## config.mk

```make
export PLATFORM = sky130hd
export DESIGN_NAME = dmem_bus_ctrl
export DESIGN_NICKNAME = d
export VERILOG_FILES = /design/src/rtl/dmem_bus_ctrl.sv
export SDC_FILE = /design/constraint.sdc
export NUM_CORES = 1
export LEC_CHECK = 0
export CORE_ASPECT_RATIO = 0.7
export CORE_MARGIN = 2
export CORE_UTILIZATION = 44
export CTS_CLUSTER_DIAMETER = 200
export DETAILED_ROUTE_END_ITERATION = 12
export GPL_TIMING_DRIVEN = 0
export PLACE_DENSITY = 0.81
export SYNTH_ARGS = -nofsm -noshare
export SYNTH_HDL_FRONTEND = slang
export SYNTH_SLANG_ARGS = --single-unit
```

## constraint.sdc

```tcl
create_clock -name clk -period 3.9 [get_ports clk]
set_input_delay 0.78 -clock clk [delete_from_list [all_inputs] [get_ports clk]]
set_output_delay 0.78 -clock clk [all_outputs]
set_load 0.01 [all_outputs]
```

## src/rtl/dmem_bus_ctrl.sv

```systemverilog
// MEM-stage data-memory controller: lane steering, load extension, pipeline stall,
// misalignment and bus-timeout flags. Define DMEM_POSTED_WRITE_EN for a posted store buffer.
module dmem_bus_ctrl #(
  parameter int TIMEOUT = 16,
  parameter int CNT_W   = 5
) (
  input  logic        clk,
  input  logic        rst,
  input  logic [31:0] cpu_addr,
  input  logic [31:0] cpu_wdata,
  input  logic        cpu_mem_r,
  input  logic        cpu_mem_w,
  input  logic [1:0]  cpu_byte,
  input  logic        cpu_unsi,
  output logic [31:0] cpu_rdata,
  output logic        cpu_stall,
  output logic        align_err,
  output logic        bus_err,
  output logic        bus_req,
  output logic        bus_we,
  output logic [31:0] bus_addr,
  output logic [3:0]  bus_be,
  output logic [31:0] bus_wdata,
  input  logic        bus_ack,
  input  logic [31:0] bus_rdata
);

  typedef enum logic [1:0] {IDLE, REQ, DONE} state_t;

  state_t           state, state_nxt;
  logic [CNT_W-1:0] cnt;
  logic             access, misaligned, start, expire, finish;
  logic             is_byte, is_half;
  logic             post_store, posted;
  logic [1:0]       size_q, off_q;
  logic             unsi_q;

  function automatic logic [3:0] lane_be(input logic [1:0] sz, input logic [1:0] k);
    case (sz)
      2'b10:   return 4'b0001 << k;
      2'b01:   return k[1] ? 4'b1100 : 4'b0011;
      default: return 4'b1111;
    endcase
  endfunction

  function automatic logic [31:0] lane_wdata(input logic [1:0] sz, input logic [31:0] wd);
    case (sz)
      2'b10:   return {4{wd[7:0]}};
      2'b01:   return {2{wd[15:0]}};
      default: return wd;
    endcase
  endfunction

  function automatic logic [31:0] extend(input logic [31:0] w, input logic [1:0] sz,
                                         input logic [1:0] k, input logic unsi);
    logic [7:0]  b;
    logic [15:0] h;
    b = 8'(w >> {k, 3'b000});
    h = k[1] ? w[31:16] : w[15:0];
    case (sz)
      2'b10:   return unsi ? {24'd0, b} : {{24{b[7]}}, b};
      2'b01:   return unsi ? {16'd0, h} : {{16{h[15]}}, h};
      default: return w;
    endcase
  endfunction

  assign is_byte    = (cpu_byte == 2'b10);
  assign is_half    = (cpu_byte == 2'b01);
  assign access     = cpu_mem_r | cpu_mem_w;
  assign misaligned = is_half ? cpu_addr[0] : (!is_byte && (cpu_addr[1:0] != 2'b00));
  assign start      = (state == IDLE) && access && !misaligned;
  assign expire     = (cnt == CNT_W'(TIMEOUT - 1));
  assign finish     = bus_ack || expire;

`ifdef DMEM_POSTED_WRITE_EN
  // Stores are captured and drained in the background without holding the pipeline.
  assign post_store = cpu_mem_w;
`else
  assign post_store = 1'b0;
`endif

  always_ff @(posedge clk or posedge rst) begin
    if (rst) state <= IDLE;
    else     state <= state_nxt;
  end

  // A drained posted store skips DONE so a waiting request is seen in IDLE at once.
  always_comb begin
    state_nxt = state;
    case (state)
      IDLE:    if (start)  state_nxt = REQ;
      REQ:     if (finish) state_nxt = posted ? IDLE : DONE;
      DONE:    state_nxt = IDLE;
      default: state_nxt = IDLE;
    endcase
  end

  always_comb begin
    cpu_stall = 1'b0;
    case (state)
      IDLE:    cpu_stall = start && !post_store;
      REQ:     cpu_stall = posted ? access : 1'b1;
      default: cpu_stall = 1'b0;
    endcase
  end

  always_ff @(posedge clk or posedge rst) begin
    if (rst) begin
      bus_req   <= 1'b0;
      bus_we    <= 1'b0;
      bus_addr  <= '0;
      bus_be    <= '0;
      bus_wdata <= '0;
      cpu_rdata <= '0;
      align_err <= 1'b0;
      bus_err   <= 1'b0;
      cnt       <= '0;
      posted    <= 1'b0;
    end else begin
      align_err <= (state == IDLE) && access && misaligned;
      bus_err   <= 1'b0;
      case (state)
        IDLE: begin
          if (start) begin
            bus_req   <= 1'b1;
            bus_we    <= cpu_mem_w;
            bus_addr  <= {cpu_addr[31:2], 2'b00};
            bus_be    <= lane_be(cpu_byte, cpu_addr[1:0]);
            bus_wdata <= lane_wdata(cpu_byte, cpu_wdata);
            cnt       <= '0;
            posted    <= post_store;
          end else if (access && misaligned) begin
            cpu_rdata <= '0;
          end
        end
        REQ: begin
          cnt <= cnt + CNT_W'(1);
          if (bus_ack) begin
            bus_req <= 1'b0;
            posted  <= 1'b0;
            if (!bus_we) cpu_rdata <= extend(bus_rdata, size_q, off_q, unsi_q);
          end else if (expire) begin
            bus_req <= 1'b0;
            bus_err <= 1'b1;
            posted  <= 1'b0;
            if (!bus_we) cpu_rdata <= '0;
          end
        end
        default: ;
      endcase
    end
  end

  // Load formatting controls captured with the request; pure data, no reset.
  always_ff @(posedge clk) begin
    if (start) begin
      size_q <= cpu_byte;
      off_q  <= cpu_addr[1:0];
      unsi_q <= cpu_unsi;
    end
  end

endmodule

```

==> results of run 1 <==
[per-stage QoR]
stage	total power [uW]	hold WS [ps]	TNS, ps	instances
3_3_place_gp	3761	469.7	-126470	785
6_report	5561	484.4	0	818
3_5_place_dp	3818	473.5	0	786
2_1_floorplan	2681	477.6	0	422
5_1_grt	5831	504.0	0	818
4_1_cts	5604	492.4	0	818
[cell usage in the layout, fill, tap and decap left out, types with 4 or more instances in the layout]
cell type        synthesis  final
a21o_1                   9      9
a21oi_1                 21     21
a221o_1                 23     23
a221oi_1                 8      8
a22o_1                   8      8
buf_6                    6      6
bufinv_16                0      5
clkbuf_1                20     22
clkbuf_16                0     18
clkdlybuf4s50_1          0    206
clkinv_2                 1      4
dfrtp_1                109    109
edfxtp_1                 5      5
ha_1                     6      6
inv_1                   14     13
mux2_2                  57     57
nand2_1                 19     19
nor2_1                   6      6
nor2b_1                 18     18
o211ai_1                 7      7
o21ai_0                 26     25
o21bai_1                 5      5
o31ai_1                 17     17
[sequential cells by signal, summed over array words and instances (netlist names)]
signal     cells
align_err      1
bus_addr      30
bus_be         4
bus_err        1
bus_req        1
bus_wdata     32
bus_we         1
cnt            5
cpu_rdata     32
off_q          2
size_q         2
state          2
unsi_q         1
[worst paths after layout]
kind,endpoint,slack (ps),depth (start not counted)
max,cpu_stall,250,7
min,cpu_rdata[10],480,1
min in group asynchronous,cpu_rdata[9],800,2
max reg2reg,cpu_rdata[21],1610,8
min reg2reg,cpu_rdata[10],480,1
max in group asynchronous,cnt[0],2380,3
[critical path, delay by kind of cell]
family	cells	cell delay, ps
buffers and inverters	3	1190
AO/OA/AOI/OAI	2	470
AND/OR/NAND/NOR	1	220
adder cells (fa/ha/maj)	1	210
[per-layer routing]
metal,GRT usage,part of all wire
met2,0.3932,0.46
met3,0.1009,0.11
met4,0.08333,0.011
met5,0,0
met1,0.3081,0.42
[cell type report]
type | count | area share
flip-flops and latches | 114 | 0.3532
repair buffers | 207 | 0.2564
multi-input cells | 260 | 0.2538
clock buffers | 23 | 0.06127
well taps | 157 | 0.02411
plain buffers | 33 | 0.02257
clock inverters | 9 | 0.02119
inverters | 15 | 0.007371
[where the power goes]
part	switching [uW]	internal, uW
combinational	794	1160
clock	535	1220
sequential	244	1610
total	1570	3990
[timing repair]
item                                    CTS  global route
endpoints found under the setup margin    0             1
endpoints found under the hold margin     0             0
gates resized for setup                   0             1
buffers inserted                          0             0
[kinds of logic (layout without fill, tap and decap cells)]
group / count (synthesis) / after routing / share of synthesized area
AOI/OAI and AO/OA: 134 / 134 / 0.1890
DFF: 114 / 114 / 0.5552
muxes: 62 / 62 / 0.1366
and+or+nand+nor: 55 / 55 / 0.05576
buffers and inverters: 48 / 287 / 0.04658
adders and majority gates: 6 / 6 / 0.01448
other: 1 / 2 / 0.0007234
xor gates and xnor gates: 1 / 1 / 0.001690
==> qor.yml, run 1 <==
grt_util_all_layers: 0.2471
post-route-util: 0.7023
gr-total-overflow: 0
cts_tree: "yes"
synth_edf_count: 5
p_leak_uw: 0.003433
clock_sinks: 114
antenna_left: 0
synth.cell_area_um2: 5184
cp.arrival_ps: 2870
io_pins: 209
avgSynthCellArea_um2: 12.31
hpwl_mm: 11.39
antenna_cells: 0
die_h_um: 94.81
place_congestion: 0.8490
yosysMostFrequentCell: "dfrtp_1"
synth_seq_area_share: 0.5552
max_stage_delay_ps: 620
synthesis.instances: 421
hp-start: "cpu_rdata[10]"
place_area_um2: 7476
fin_area_um2: 8148
cts_inserted_buffers: 17
fin_ws_ps: 250.9
start_util: 0.4468
clkLatencyLatePin_ps: 410
cp_cell_sequence: "clkdlybuf4s50_1 -> inv_1 -> ha_1 -> nor2b_1 -> a21oi_2 -> o21ai_1 -> clkdlybuf4s50_1"
fmax_mhz: 274.0
synth_flop_cell: "dfrtp_1"
grt_pass1_wl_mm: 23.86
clockBufferDepth: 2
holdBufCountCts: 0
clk_pin_slew_ps: 50
fillers: 812
drive_above_1_share: 0.1649
async_reset_ff_frac: 0.9561
cp-start-kind: "primary input"
core.rowCount: 33
cp.required_ps: 3120
nets: 758
die_w_um: 133.7
synth_warnings: 0
cts-root-buf: "clkbuf_16"
antenna_found_initial: 0
finalClockSkew_ps: 10.66
drt_pass1_iterations: 4
holdCritPathClass: "reg2reg"
rsz0062_at_grt: "no"
cp_common_cell: "clkdlybuf4s50_1"
ys_top_cells_by_count: "109 x dfrtp_1, 57 x mux2_2, 26 x o21ai_0, 23 x a221o_1, 21 x a21oi_1"
critPathKind: "in2out"
hold_violations: 0
finalMaxSlewViolations: 0
yosysTopAreaCell: "dfrtp_1"
ir_drop_mv: 0.4349
core_area_um2: 11600
power_density_nw_per_um2: 682.6
tightestPinTransition_ps: 658.8
yosysTopAreaCellShare: 0.5262
detail_route.vias_per_cell: 5.391
grt_pass1_vias: 4518
vias: 4410
slew_headroom: 0.5592
maxCapViolations: 0
yosys-top-cells-area: "dfrtp_1 53%, mux2_2 12%, a221o_1 4.4%"
remaining_drc_errors: 0
setup_viol: 0
r2r_start: "cnt[0]"
wl_mm: 15.16
htreeDepth: 4
cp-end-kind: "output port"
wl_per_cell_um: 18.53
die-area_um2: 12680
slowest_stage: "clkdlybuf4s50_1"
syn2layout_area_growth_pct: 57.18
status: "complete, no violations"
numPortBuffers: 206
worst-path-max-fanout: 9
period_share: 0.9357
drt_iter0_markers: 242
ys_types: 45
grt_max_degree: 65
multiInputGateArea_um2: 2068
regArea_um2: 2878
crit_start: "cpu_byte[1]"
min_period_ps: 3649
post-place-ws_ps: 101.1
ys_seq_elements: 114
(Power assumes the default switching activity.)
==> run 2: changes to the inputs <==
Settings changed: SLEW_MARGIN from default to 20.
==> run 2 against run 1 <==
Die area unchanged. Clock power down 6%. Global-route usage about the same. Critical path type unchanged. Clock-buffer cell count unchanged. Design area down 0.37%. Maximum frequency up 0.59%. Highest routed layer unchanged. Largest cell class unchanged. Via count down 0.29%. Cell count unchanged. Utilization down 0.26 points. Total power down 1.6%. First-iteration DRC count down 0.41%. Critical path depth unchanged.
==> qor.yml, run 2 (synthesis results as in run 1) <==
post-place-ws_ps: 101.7  # +0.6610 ps
nets: 758  # unchanged
gr-total-overflow: 0  # unchanged
cts_tree: "yes"
core.rowCount: 33  # unchanged
rsz0062_at_grt: "no"
ir_drop_mv: 0.4495  # +3.4%
status: "complete, no violations"
fillers: 823  # +1.4%
place_area_um2: 7478  # about the same
drt_pass1_iterations: 4  # unchanged
cp-start-kind: "primary input"
remaining_drc_errors: 0  # unchanged
reg_top3: "bus_wdata (32), cpu_rdata (32), bus_addr (30)"
post_cts_buffers: 0  # unchanged
io_pins: 209  # unchanged
detail_route.vias_per_cell: 5.375  # -0.29%
grt_max_degree: 65  # unchanged
antenna_cells: 0  # unchanged
holdCritPathClass: "reg2reg"
reg2reg_depth: 8  # unchanged
wl_mm: 15.26  # +0.69%
min_to: "cpu_rdata[12]"
grt_pass1_wl_mm: 24.05  # +0.78%
cp.arrival_ps: 2850  # -20 ps
die-area_um2: 12680  # unchanged
maxCapViolations: 0  # unchanged
r2r_slack_ps: 1590  # -20 ps
period_share: 0.9301  # -0.005529
wl_per_cell_um: 18.66  # +0.69%
critPathKind: "in2out"
hp-start: "cpu_rdata[12]"
slew_headroom: 0.5431  # -0.01613
grt_pass1_vias: 4602  # +1.9%
cp_common_cell: "clkdlybuf4s50_1"
fin_setup_tns_ps: 0  # unchanged
fmax_mhz: 275.7  # +0.59%
cts_inserted_buffers: 17  # unchanged
setup_viol: 0  # unchanged
holdPathStages: 1  # unchanged
drive_above_1_share: 0.1634  # -0.001513
numPortBuffers: 206  # unchanged
cp.required_ps: 3120  # about the same
slowest_stage: "clkdlybuf4s50_1"
r2r_start: "cnt[0]"
die_h_um: 94.81  # unchanged
clock_sinks: 114  # unchanged
tightestPinTransition_ps: 682.9  # +24.11 ps
clockBufferDepth: 2  # unchanged
cts_resized: 0  # unchanged
power_density_nw_per_um2: 673.9  # -1.3%
layout_commonest_cell: "clkdlybuf4s50_1"
worst-path-max-fanout: 9  # unchanged
post-route-util: 0.6997  # -0.002588
r2r-end: "cpu_rdata[25]"
grt_util_all_layers: 0.2473  # +0.0002939
max_stage_delay_ps: 610  # about the same
min_period_ps: 3628  # -21.56 ps
antenna_found_initial: 0  # unchanged
htreeDepth: 4  # unchanged
clkLatencyLatePin_ps: 400  # about the same
clk_pin_slew_ps: 50  # about the same
cts-root-buf: "clkbuf_16"
cp_cell_sequence: "clkdlybuf4s50_1 -> inv_1 -> ha_1 -> nor2b_1 -> a21oi_2 -> o21ai_1 -> clkdlybuf4s50_1"
cp-end-kind: "output port"
syn2layout_area_growth_pct: 56.60
layout_common_cells: "206 x clkdlybuf4s50_1, 109 x dfrtp_1, 57 x mux2_2"
fin_ws_ps: 272.4  # +21.56 ps
hold_violations: 0  # unchanged
holdBufCountCts: 0  # unchanged
start_util: 0.4468  # unchanged
antenna_left: 0  # unchanged
finalMaxSlewViolations: 0  # unchanged
fin_area_um2: 8118  # -0.37%
drt_iter0_markers: 241  # -0.41%
place_congestion: 0.8490  # unchanged
finalClockSkew_ps: 9.532  # -1.132 ps
hpwl_mm: 11.41  # +0.23%
core_area_um2: 11600  # unchanged
vias: 4397  # -0.29%
p_leak_uw: 0.003413  # -0.58%
die_w_um: 133.7  # unchanged
run 2: changes by cell type in the layout (fill, tap and decap cells not counted):
cell	change
bufinv_16	-1
clkbuf_1	+1
clkbuf_8	-1
clkinvlp_4	+1
inv_4	-1
inv_6	+1
run 2: worst max-delay path: cells and delay by family:
family                   cells  cell delay (ps)
buffers and inverters        3             1180
AND/OR/NAND/NOR              1              220
adder cells (fa/ha/maj)      1              220
AO/OA/AOI/OAI                2              450
run 2: cell type report:
class                           count  area, um2  share of cell area
Buffer                             33      183.9             0.02266
Clock buffer                       23      489.2             0.06027
Sequential cell                   114       2878              0.3545
Inverter                           15      62.56            0.007707
Tap cell                          157      196.4             0.02420
Clock inverter                      9      150.1             0.01850
Timing Repair Buffer              207       2090              0.2574
Multi-Input combinational cell    260       2068              0.2548
run 2: metrics by stage:
step	total power, uW	std cells	hold WS [ps]
finish	5470	818	481.2
global route	5741	818	504.3
CTS	5511	818	484.2
detailed placement	3820	786	464.7
global placement	3761	785	469.7
floorplan	2681	422	477.6
run 2: how the worst max path moves through the flow:
stage	start	end	slack, ps	cells past startpoint
finish	cpu_byte[1]	cpu_stall	270	7
global route	cpu_byte[1]	cpu_stall	170	7
CTS	cpu_byte[1]	cpu_stall	90	7
detailed placement	cpu_byte[1]	cpu_stall	100	7
global placement	rst	cnt[3]	-1170	2
floorplan	rst	align_err	250	1
run 2: metal layers:
layer / share of wire / wire length (um) / vias up / GRT usage
met5: 0 / 0 / - / 0
li1: - / - / 2014 / -
met4: 0.012 / 188 / 0 / 0.08156
met3: 0.099 / 1508 / 13 / 0.1036
met2: 0.46 / 7016 / 223 / 0.3936
met1: 0.43 / 6546 / 2147 / 0.3076
run 2: power by group:
group          switching [uW]  internal, uW
clock network             517          1140
registers                 247          1610
logic                     798          1160
total                    1560          3910
